### src/rtl/trinity_status_monitor.sv
// Board status/health monitor: windowed per-channel hash counting, constant-lock FSM
// with sticky fault, heartbeat and selectable registered LED display.
module trinity_status_monitor #(
  parameter int unsigned NUM_CH        = 4,
  parameter int unsigned CNT_W         = 32,
  parameter int unsigned WINDOW_CYCLES = 1000,
  parameter int unsigned LOCK_HOLD     = 16,
  parameter int unsigned HB_DIV        = 50
) (
  input  logic              clk,
  input  logic              rst,
  input  logic              const_ok,
  input  logic [NUM_CH-1:0] hash_pulse,
  input  logic [CNT_W-1:0]  rate_thresh,
  input  logic [1:0]        led_mode,
  output logic [3:0]        leds,
  output logic [1:0]        lock_state,
  output logic [CNT_W-1:0]  rate_total,
  output logic              rate_valid,
  output logic [NUM_CH-1:0] ch_alive
);

  localparam int unsigned WIN_W  = $clog2(WINDOW_CYCLES);
  localparam int unsigned HB_W   = $clog2(HB_DIV + 1);
  localparam int unsigned HOLD_W = $clog2(LOCK_HOLD + 1) + 1;
  localparam int unsigned SUM_W  = CNT_W + $clog2(NUM_CH + 1);
  localparam int unsigned PAD_W  = (NUM_CH < 4) ? 4 : NUM_CH;

  typedef enum logic [1:0] {
    UNLOCKED = 2'b00,
    CHECKING = 2'b01,
    LOCKED   = 2'b10,
    FAULT    = 2'b11
  } lock_t;

  lock_t               state, state_next;
  logic [HOLD_W-1:0]   hold, hold_next, hold_inc;
  logic [WIN_W-1:0]    win_cnt;
  logic                win_last;
  logic [HB_W-1:0]     hb_cnt;
  logic                hb;
  logic                rate_met;
  logic [CNT_W-1:0]    ch_cnt  [NUM_CH];
  logic [CNT_W-1:0]    cnt_inc [NUM_CH];
  logic [SUM_W-1:0]    sum_wide;
  logic [CNT_W-1:0]    sum_sat;
  logic [NUM_CH-1:0]   alive_next;
  logic [PAD_W-1:0]    alive_pad;
  logic [3:0]          leds_next;

  assign lock_state = state;
  assign hold_inc   = hold + HOLD_W'(1);
  assign win_last   = (win_cnt == WIN_W'(WINDOW_CYCLES - 1));
  assign alive_pad  = PAD_W'(ch_alive);

  // Lock FSM state register
  always_ff @(posedge clk) begin
    if (rst) begin
      state <= UNLOCKED;
      hold  <= '0;
    end else begin
      state <= state_next;
      hold  <= hold_next;
    end
  end

  // Lock FSM next state; hold counts consecutive const_ok cycles while CHECKING
  always_comb begin
    state_next = state;
    hold_next  = hold;
    case (state)
      UNLOCKED: if (const_ok) begin
        state_next = CHECKING;
        hold_next  = HOLD_W'(1);
      end
      CHECKING: begin
        if (!const_ok) begin
          state_next = UNLOCKED;
          hold_next  = '0;
        end else if (hold_inc >= HOLD_W'(LOCK_HOLD)) begin
          state_next = LOCKED;
        end else begin
          hold_next = hold_inc;
        end
      end
      LOCKED:   if (!const_ok) state_next = FAULT;
      default:  state_next = FAULT;
    endcase
  end

  // LED selection, registered below
  always_comb begin
    leds_next = 4'b0000;
    case (led_mode)
      2'd0:    leds_next = {hb, &ch_alive, rate_met, state == LOCKED};
      2'd1:    leds_next = alive_pad[3:0];
      2'd2:    leds_next = 4'b1111;
      default: leds_next = (state == FAULT) ? {4{hb}} : 4'b0000;
    endcase
  end

  // Channel counts including this cycle's pulses, and their saturating total
  always_comb begin
    sum_wide   = '0;
    alive_next = '0;
    for (int unsigned i = 0; i < NUM_CH; i++) begin
      cnt_inc[i]    = (hash_pulse[i] && !(&ch_cnt[i])) ? ch_cnt[i] + CNT_W'(1) : ch_cnt[i];
      sum_wide      = sum_wide + SUM_W'(cnt_inc[i]);
      alive_next[i] = |cnt_inc[i];
    end
    sum_sat = (|sum_wide[SUM_W-1:CNT_W]) ? '1 : sum_wide[CNT_W-1:0];
  end

  always_ff @(posedge clk) begin
    if (rst) begin
      win_cnt    <= '0;
      hb_cnt     <= '0;
      hb         <= 1'b0;
      rate_total <= '0;
      rate_valid <= 1'b0;
      ch_alive   <= '0;
      rate_met   <= 1'b0;
      leds       <= 4'b0000;
      for (int unsigned i = 0; i < NUM_CH; i++) ch_cnt[i] <= '0;
    end else begin
      leds <= leds_next;
      if (hb_cnt == HB_W'(HB_DIV - 1)) begin
        hb_cnt <= '0;
        hb     <= ~hb;
      end else begin
        hb_cnt <= hb_cnt + HB_W'(1);
      end
      if (win_last) begin
        win_cnt    <= '0;
        rate_total <= sum_sat;
        ch_alive   <= alive_next;
        rate_met   <= (sum_sat >= rate_thresh);
        rate_valid <= 1'b1;
        for (int unsigned i = 0; i < NUM_CH; i++) ch_cnt[i] <= '0;
      end else begin
        win_cnt    <= win_cnt + WIN_W'(1);
        rate_valid <= 1'b0;
        for (int unsigned i = 0; i < NUM_CH; i++) ch_cnt[i] <= cnt_inc[i];
      end
    end
  end

endmodule

### config.mk
export PLATFORM = sky130hd
export DESIGN_NAME = trinity_status_monitor
export DESIGN_NICKNAME = d
export VERILOG_FILES = /design/src/rtl/trinity_status_monitor.sv
export SDC_FILE = /design/constraint.sdc
export NUM_CORES = 1
export LEC_CHECK = 0
export ABC_AREA = 1
export CORE_MARGIN = 5
export CORE_UTILIZATION = 50
export CTS_CLUSTER_DIAMETER = 200
export DETAILED_ROUTE_END_ITERATION = 16
export DONT_BUFFER_PORTS = 1
export PLACE_DENSITY = 0.65
export SLEW_MARGIN = 40
export SYNTH_ARGS = -nofsm -noshare
export SYNTH_HDL_FRONTEND = slang
export SYNTH_SLANG_ARGS = --single-unit
### constraint.sdc
create_clock -name clk -period 7.7 [get_ports clk]
set_input_delay 1.54 -clock clk [delete_from_list [all_inputs] [get_ports clk]]
set_output_delay 1.54 -clock clk [all_outputs]
set_load 0.03 [all_outputs]
Yosys cells after proc, flatten, opt, wreduce, memory -nomap -nowiden
Memories as Yosys holds them, arrays and structs flattened.
Index checks and enable logic that the tools add are counted.

cells by class
  muxes and demuxes = 32
  add/subtract/negate cells = 10
  reduce and logical (&&, ||, !) cells = 25
  magnitude comparators = 2
  bitwise operators = 9
  eq/ne operators = 11

operators by type and width
  cell                   count
  $mux 32                13
  $add 32x1->32 const B  4
  $reduce_and 32->1      4
  $reduce_or 32->1       4
  $add 34x32->35         1
  $add 33x32->34         1
  $add 32x32->33         1
  $ge 32x32->1           1
  $mux 6                 3
  $add 6x1->6 const B    2
  $pmux 4 s3             1
  $pmux 6 s2             1
  $add 10x1->10 const B  1
  $eq 10x10->1 const B   1
  $mux 1                 8
  $mux 2                 4
  $or 1x1->1             8
  $eq 2x2->1 const B     3
  $eq 6x6->1 const B     1
  $ge 6x5->1 const B     1
  $ne 3x3->1 const B     2
  $pmux 2 s3             1
  $reduce_and 3->1       2
  $eq 2x1->1 const B     2
  other kinds (10)       19

storage, ports and cells
  memories = 1
  bits in registers = 67
  bits in writable memories = 128
  output and inout port bits = 43

memories
  memory  words  width  rd ports  clocked after Yosys merged registers in  write ports  line  text
  ch_cnt  4      32     4         0                                        4            43    logic [CNT_W-1:0] ch_cnt [NUM_CH];

Longest topological paths before layout
Gate-level depths: netlist (run 1).

  word-level depth = 10
  mapped depth = 43
  mapped depth without buffers = 41

Least setup slack after synthesis (run 1)
No wires, ideal clock.

  path kind = input to register
  start = in hash_pulse[3]
  end = reg rate_met
  data arrival time = 6,145 ps
  data required time = 7,641 ps
  library setup time = 59 ps
  buffers on the path = 2
  stages = 33
  slack = 1,496 ps
  path through = buf_2 inv_1 nor2_2 nand2_1 inv_2 nand2_1 nor2_1 nand3_1 nand2_1 inv_1 fa_1 inv_1 fa_1 inv_1 ha_1 a21oi_1 o21ai_0 a21oi_1 nor2_1 nor2_1 nand3_1 nand2_2 buf_6 nand3b_1 ha_1 nand3_1 nor3_1 nand3_1 nor4_1 nand4_1 nand3_1 nand2_1 nand2_1

RTL lines
  what                  line  text
  start, declared       13    input logic [NUM_CH-1:0] hash_pulse,
  end signal, assigned  137   rate_met <= (sum_sat >= rate_thresh);
  end, declared         42    logic rate_met;

==> results.py, run 1 <==
metrics = {
    "status": {
        "status": "complete, no violations",
    },
    "routing": {
        "wire_per_inst_um": 15.8,
        "ant_nets": 0,
        "remaining_drc_errors": 0,
        "wl_mm": 51.8,
        "avgViaCountPerCell": 5.12,
        "initialDrtViolationCount": 1341,
        "firstDrtPassIters": 6,
        "routed-via-count": 16778,
    },
    "synthesis": {
        "syn_area_per_cell_um2": 6.36,
        "syn_area_um2": 17400,
        "synth_top_area_share_pct": 19.0,
        "ys_ff_latch": 195,
        "synth_cell_type_count": 43,
        "synth_top_cell_by_area": "nand2_1",
        "ys_seq_area_share_pct": 27.9,
        "synthTopCellsByArea": "nand2_1 (19%), edfxtp_1 (17%), dfxtp_1 (11%)",
        "netlist_instances": 2743,
        "yosysWarnings": 0,
    },
    "sta": {
        "slew_viol_final": 0,
        "hold_violations": 0,
        "relSlewSlack_pct": 54.0,
        "fin_crit_ps": 6870,
        "skew_ps": 12.0,
        "fin_tns_setup_ps": 0,
        "tightestPinTransition_ps": 690,
        "fin_crit_sh_pct": 89.2,
        "setup_viol": 0,
        "grt_setup_unrepaired": "no",
        "fmaxAchievable_ghz": 0.146,
    },
    "worst_hold_path": {
        "holdPathStages": 1,
        "hp-class": "flip-flop to flip-flop",
        "hold_start": "win_cnt[0]$_SDFF_PN0_",
    },
    "clock_tree": {
        "cts_sinks": 195,
        "clock_latency_ps": 460,
        "root_buffer": "clkbuf_16",
        "cts_hold_buffers": 0,
        "cts_tree": "yes",
        "clk_pin_slew_ps": 80,
        "cts_buffer_depth": 2,
        "numCtsBuffers": 17,
        "htree_levels": 4,
    },
    "critical_path": {
        "start_kind": "primary input",
        "max_stage_delay_ps": 530,
        "worstPathMaxFanout": 32,
        "setup.worst_path.start": "hash_pulse[3]",
        "r2r-start": "ch_cnt[1][0]$_SDFFCE_PN0P_",
        "cp-end-kind": "flip-flop",
        "critPathRequiredTime_ps": 8110,
        "arrival_ps": 7280,
        "critPathKind": "primary input to flip-flop",
        "worstRegToRegCells": 32,
        "cp_slowest_cell": "fa_1",
        "crit_top_cell": "nand2_1",
    },
    "die": {
        "die_w_um": 197,
        "io_pins": 84,
        "die_h_um": 197,
        "num_rows": 68,
        "start_util_pct": 50.6,
        "die_area_um2": 38700,
        "core-area_um2": 34500,
    },
    "power_and_ir_drop": {
        "power_frac_comb_pct": 36.6,
        "power.density_nw_per_um2": 174,
        "power_frac_clock_pct": 27.3,
        "peakVddDrop_v": 0.000153,
        "power_switching_mw": 1.29,
        "p_leak_nw": 9.51,
        "switching_share_pct": 39.7,
        "seq_power_share_pct": 36.1,
        "internal_power_mw": 1.96,
    },
    "cells_and_area": {
        "synthToLayoutAreaGrowth_pct": 7.11,
        "stdcell_count": 3278,
        "drive_gt1_share_pct": 4.50,
        "final_net_count": 2988,
        "insertedDiodeCount": 0,
        "layout_common_cells": "nand2_1 (882), inv_1 (503), nor2_1 (412), nand3_1 (191), dfxtp_1 (99)",
        "fill_cells": 3530,
        "mostFrequentLayoutCell": "nand2_1",
    },
    "place": {
        "placed_cells": 3246,
        "routabilityCongestion": 0.981,
        "portBuffers": 0,
        "hpwl_mm": 42.8,
    },
    "global_route": {
        "grt_pass1_wl_mm": 84.1,
        "antenna_found_initial": 0,
        "overflow": 0,
        "grt_pass1_vias": 16108,
        "track_usage_pct": 27.1,
        "grt_max_degree": 81,
    },
    "run": {
        "max-cap-violations": 0,
    },
}
[per-stage QoR]
| stage | hold slack, ps | setup WS (ps) | utilization (%) | area, µm² | power (mW) |
|---|---|---|---|---|---|
| 2_1_floorplan | 418 | 1500 | - | 17800 | 2.06 |
| 3_3_place_gp | 431 | 411 | 52.5 | 18100 | 2.36 |
| 3_5_place_dp | 436 | 408 | 52.5 | 18100 | 2.37 |
| 4_1_cts | 448 | 773 | 54.2 | 18700 | 3.27 |
| 5_1_grt | 456 | 41.4 | 54.2 | 18700 | 3.49 |
| 6_report | 451 | 831 | 54.2 | 18700 | 3.26 |
[timing repair]
| action | in CTS | in global routing |
|---|---|---|
| resized for setup | 0 | 3 |
| buffers inserted | 0 | 0 |
| endpoints found under the setup margin | 0 | 1 |
[kinds of logic (layout without fill, tap and decap cells)]
family                   Yosys count  in the layout  share of synthesized area (%)
adder cells (fa/ha/maj)          137            137                           12.6
AND/OR/NAND/NOR                 1675           1675                           40.7
AO/OA/AOI/OAI                    145            145                           4.54
XOR/XNOR                          27             27                           1.36
flip-flops                       195            195                           27.9
other                              1             96                         0.0215
buffers and inverters            563            548                           12.9
[registers in the layout (all words and copies together) (netlist names)]
name,cells
lock_state,2
win_cnt,10
ch_cnt,128
hb,1
ch_alive,4
leds,4
rate_total,32
rate_met,1
hold,6
rate_valid,1
hb_cnt,6
[cell usage after synthesis (all sizes together)]
cell type and instances:
a211oi 2, a21o 5, a21oi 74, a31oi 2, a41oi 1, and2 3
buf 36, clkbuf 18, clkinv 1, conb 1, dfxtp 99, edfxtp 96
fa 64, ha 73, inv 508, nand2 919, nand3 205, nand3b 25
nand4 35, nor2 441, nor3 36, nor3b 5, nor4 6, o211ai 3
o21a 5, o21ai 49, o21bai 3, o311ai 1, xnor2 16, xor2 11
[final cells by class]
type                            count  area, µm²  area share [%]
Clock buffer                       17        425            2.28
Clock inverter                     15        140           0.750
Inverter                          509       1910            10.2
Multi-Input combinational cell   2080      10700            57.4
Sequential cell                   195       4860            26.0
Tap cell                          455        569            3.05
Timing Repair Buffer                7       56.3           0.301
[power groups by stage]
stage | logic, mW | registers (mW) | clock network, mW
after CTS | 1.18 | 1.18 | 0.909
after floorplan | 0.875 | 1.19 | 0
final | 1.19 | 1.18 | 0.888
after global routing | 1.35 | 1.18 | 0.951
after detailed placement | 1.17 | 1.20 | 0
after global placement | 1.16 | 1.20 | 0
[per-layer routing]
layer  vias to the layer above  part of all wire, %  GRT usage (%)
met5                         -                    0              0
met2                       414                   46           44.6
li1                       8461                    -              -
met3                        58                  5.0           3.42
met4                         0                  2.2           6.68
met1                      7845                   47           38.2
[worst max-delay path: cells and delay by family]
family | cells | cell delay, ps
AO/OA/AOI/OAI | 4 | 600
adder cells (fa/ha/maj) | 4 | 1750
buffers and inverters | 5 | 390
AND/OR/NAND/NOR | 18 | 2970
[worst paths after layout]
kind | to | slack, ps
max reg2reg | rate_met$_SDFFE_PP0P_ | 930
max | rate_met$_SDFFE_PP0P_ | 830
min reg2reg | win_cnt[0]$_SDFF_PN0_ | 450
min | win_cnt[0]$_SDFF_PN0_ | 450
No activity file was read; power rests on OpenSTA's default activity.
==> run 2: changes to the inputs <==
--- a/config.mk
+++ b/config.mk
@@ -11,7 +11,7 @@
 export CTS_CLUSTER_DIAMETER = 200
 export DETAILED_ROUTE_END_ITERATION = 16
 export DONT_BUFFER_PORTS = 1
-export PLACE_DENSITY = 0.65
+export PLACE_DENSITY_LB_ADDON = 0.2
 export SLEW_MARGIN = 40
 export SYNTH_ARGS = -nofsm -noshare
 export SYNTH_HDL_FRONTEND = slang
==> run 2 against run 1 <==
Die area did not move. Clock power rose by 4.2%. Non-clock buffer count rose by 5. Via count fell by 0.15%. Routed wire length fell by 0.25%. Clock skew barely moved. Core utilization rose by 0.098 points. Count of clock-buffer cells in the layout rose by 2.
==> results.py, run 2 (synthesized netlist as in run 1, its figures left out) <==
metrics = {
    "status": {
        "status": "complete, no violations",
    },
    "clock_tree": {
        "post_cts_buffers": 0,
        "cts_tree": "yes",
        "clock_latency_ps": 470,
        "clk_pin_slew_ps": 80,
        "cts_resized": 0,
        "numCtsBuffers": 17,
        "htree_levels": 4,
        "root_buffer": "clkbuf_16",
        "cts_buffer_depth": 2,
        "cts_hold_buffers": 0,
        "cts_sinks": 195,
    },
    "cells_and_area": {
        "drive_gt1_share_pct": 4.63,
        "mostFrequentLayoutCell": "nand2_1",
        "insertedDiodeCount": 0,
        "reg_top3": "ch_cnt x128, rate_total x32, win_cnt x10",
        "final_net_count": 2993,
        "synthToLayoutAreaGrowth_pct": 7.30,
        "largest-register": "ch_cnt",
        "layout_common_cells": "nand2_1 (882), inv_1 (503), nor2_1 (412), nand3_1 (191), dfxtp_1 (99)",
        "largest_reg_flops": 128,
    },
    "place": {
        "hpwl_mm": 42.7,
        "portBuffers": 0,
        "routabilityCongestion": 0.986,
    },
    "routing": {
        "routed-via-count": 16753,
        "firstDrtPassIters": 6,
        "initialDrtViolationCount": 1366,
        "avgViaCountPerCell": 5.10,
        "ant_nets": 0,
        "remaining_drc_errors": 0,
        "wire_per_inst_um": 15.7,
        "wl_mm": 51.6,
    },
    "sta": {
        "fin_crit_sh_pct": 89.2,
        "tightestPinTransition_ps": 735,
        "fmaxAchievable_ghz": 0.146,
        "fin_tns_setup_ps": 0,
        "fin_crit_ps": 6870,
        "whs_ps": 454,
        "hold_violations": 0,
        "grt_setup_unrepaired": "no",
        "skew_ps": 11.8,
        "relSlewSlack_pct": 51.0,
        "setup_viol": 0,
        "slew_viol_final": 0,
    },
    "global_route": {
        "use_met2_pct": 43.2,
        "grtUsageMet1_pct": 37.2,
        "track_usage_pct": 27.0,
        "top_usage_layer": "met2",
        "grt_pass1_wl_mm": 83.5,
        "overflow": 0,
        "grt_pass1_vias": 15996,
        "antenna_found_initial": 1,
        "grt_max_degree": 91,
        "use_met3_pct": 4.65,
    },
    "die": {
        "die_h_um": 197,
        "num_rows": 68,
        "io_pins": 84,
        "die_area_um2": 38700,
        "core-area_um2": 34500,
        "die_w_um": 197,
        "start_util_pct": 50.6,
    },
    "critical_path": {
        "max_stage_delay_ps": 530,
        "crit_top_cell": "nand2_1",
        "critPathKind": "primary input to flip-flop",
        "critPathRequiredTime_ps": 8110,
        "worstPathMaxFanout": 28,
        "cp_slowest_cell": "fa_1",
        "cp-end-kind": "flip-flop",
        "worstRegToRegCells": 33,
        "arrival_ps": 7280,
        "r2r-start": "ch_cnt[3][27]$_SDFFCE_PN0P_",
        "r2r_setup_slack_ps": 880,
        "start_kind": "primary input",
        "reg2reg_to": "rate_met$_SDFFE_PP0P_",
    },
    "run": {
        "max-cap-violations": 0,
    },
    "power_and_ir_drop": {
        "power.density_nw_per_um2": 176,
        "peakVddDrop_v": 0.000179,
        "p_leak_nw": 9.54,
    },
    "worst_hold_path": {
        "hp-class": "flip-flop to flip-flop",
        "hold_start": "win_cnt[0]$_SDFF_PN0_",
        "holdPathStages": 1,
        "worstHoldEndpoint": "win_cnt[0]$_SDFF_PN0_",
    },
}
## run 2: cell types whose count changed in the layout (fill, tap and decap cells not counted), sizes merged
cell	before	now
buf	7	12
clkinv	8	4
clkbuf	17	19
clkinvlp	0	1
inv	516	517
## run 2: routing by layer
metal  routed length (µm)  part of all wire (%)
met5                    7                 0.014
met4                 1520                   2.9
met2                23300                    45
met1                23600                    46
met3                 3260                   6.3
## run 2: how the worst max path moves through the flow
stage	slack (ps)	from	cells after the start	end
floorplan	1500	hash_pulse[3]	33	rate_met$_SDFFE_PP0P_
global placement	460	hash_pulse[1]	31	rate_met$_SDFFE_PP0P_
detailed placement	490	hash_pulse[1]	31	rate_met$_SDFFE_PP0P_
CTS	930	ch_cnt[3][0]$_SDFFCE_PN0P_	35	rate_met$_SDFFE_PP0P_
global route	250	ch_cnt[3][0]$_SDFFCE_PN0P_	38	rate_met$_SDFFE_PP0P_
finish	830	hash_pulse[3]	32	rate_met$_SDFFE_PP0P_
## run 2: cell type report
| type | instances | area, µm² |
|---|---|---|
| multi-input combinational | 2080 | 10700 |
| clock inverter | 13 | 130 |
| tap | 455 | 569 |
| inverter | 509 | 1910 |
| fill | 3509 | 15700 |
| clock buffer | 19 | 454 |
| timing repair buffer | 12 | 93.8 |
| sequential | 195 | 4860 |
## run 2: report_power, final
| group | internal, mW | switching, mW |
|---|---|---|
| clock | 0.452 | 0.473 |
| sequential | 1.13 | 0.0462 |
| combinational | 0.407 | 0.781 |
## run 2: critical path: cells and delay by family
kind | cells | cell delay, ps
AOI/OAI and AO/OA | 4 | 830
adders and majority gates | 4 | 1750
buffers and inverters | 4 | 200
and+or+nand+nor | 20 | 2920
## run 2: stage by stage
step	utilization (%)	std cells	worst slack, ps	area [µm²]	total power [mW]
after floorplan	-	2838	1500	17800	2.06
after global placement	52.6	3251	460	18100	2.36
after detailed placement	52.6	3251	495	18100	2.37
after CTS	54.3	3283	929	18700	3.30
after global routing	54.3	3283	247	18700	3.53
final	54.3	3283	830	18700	3.29
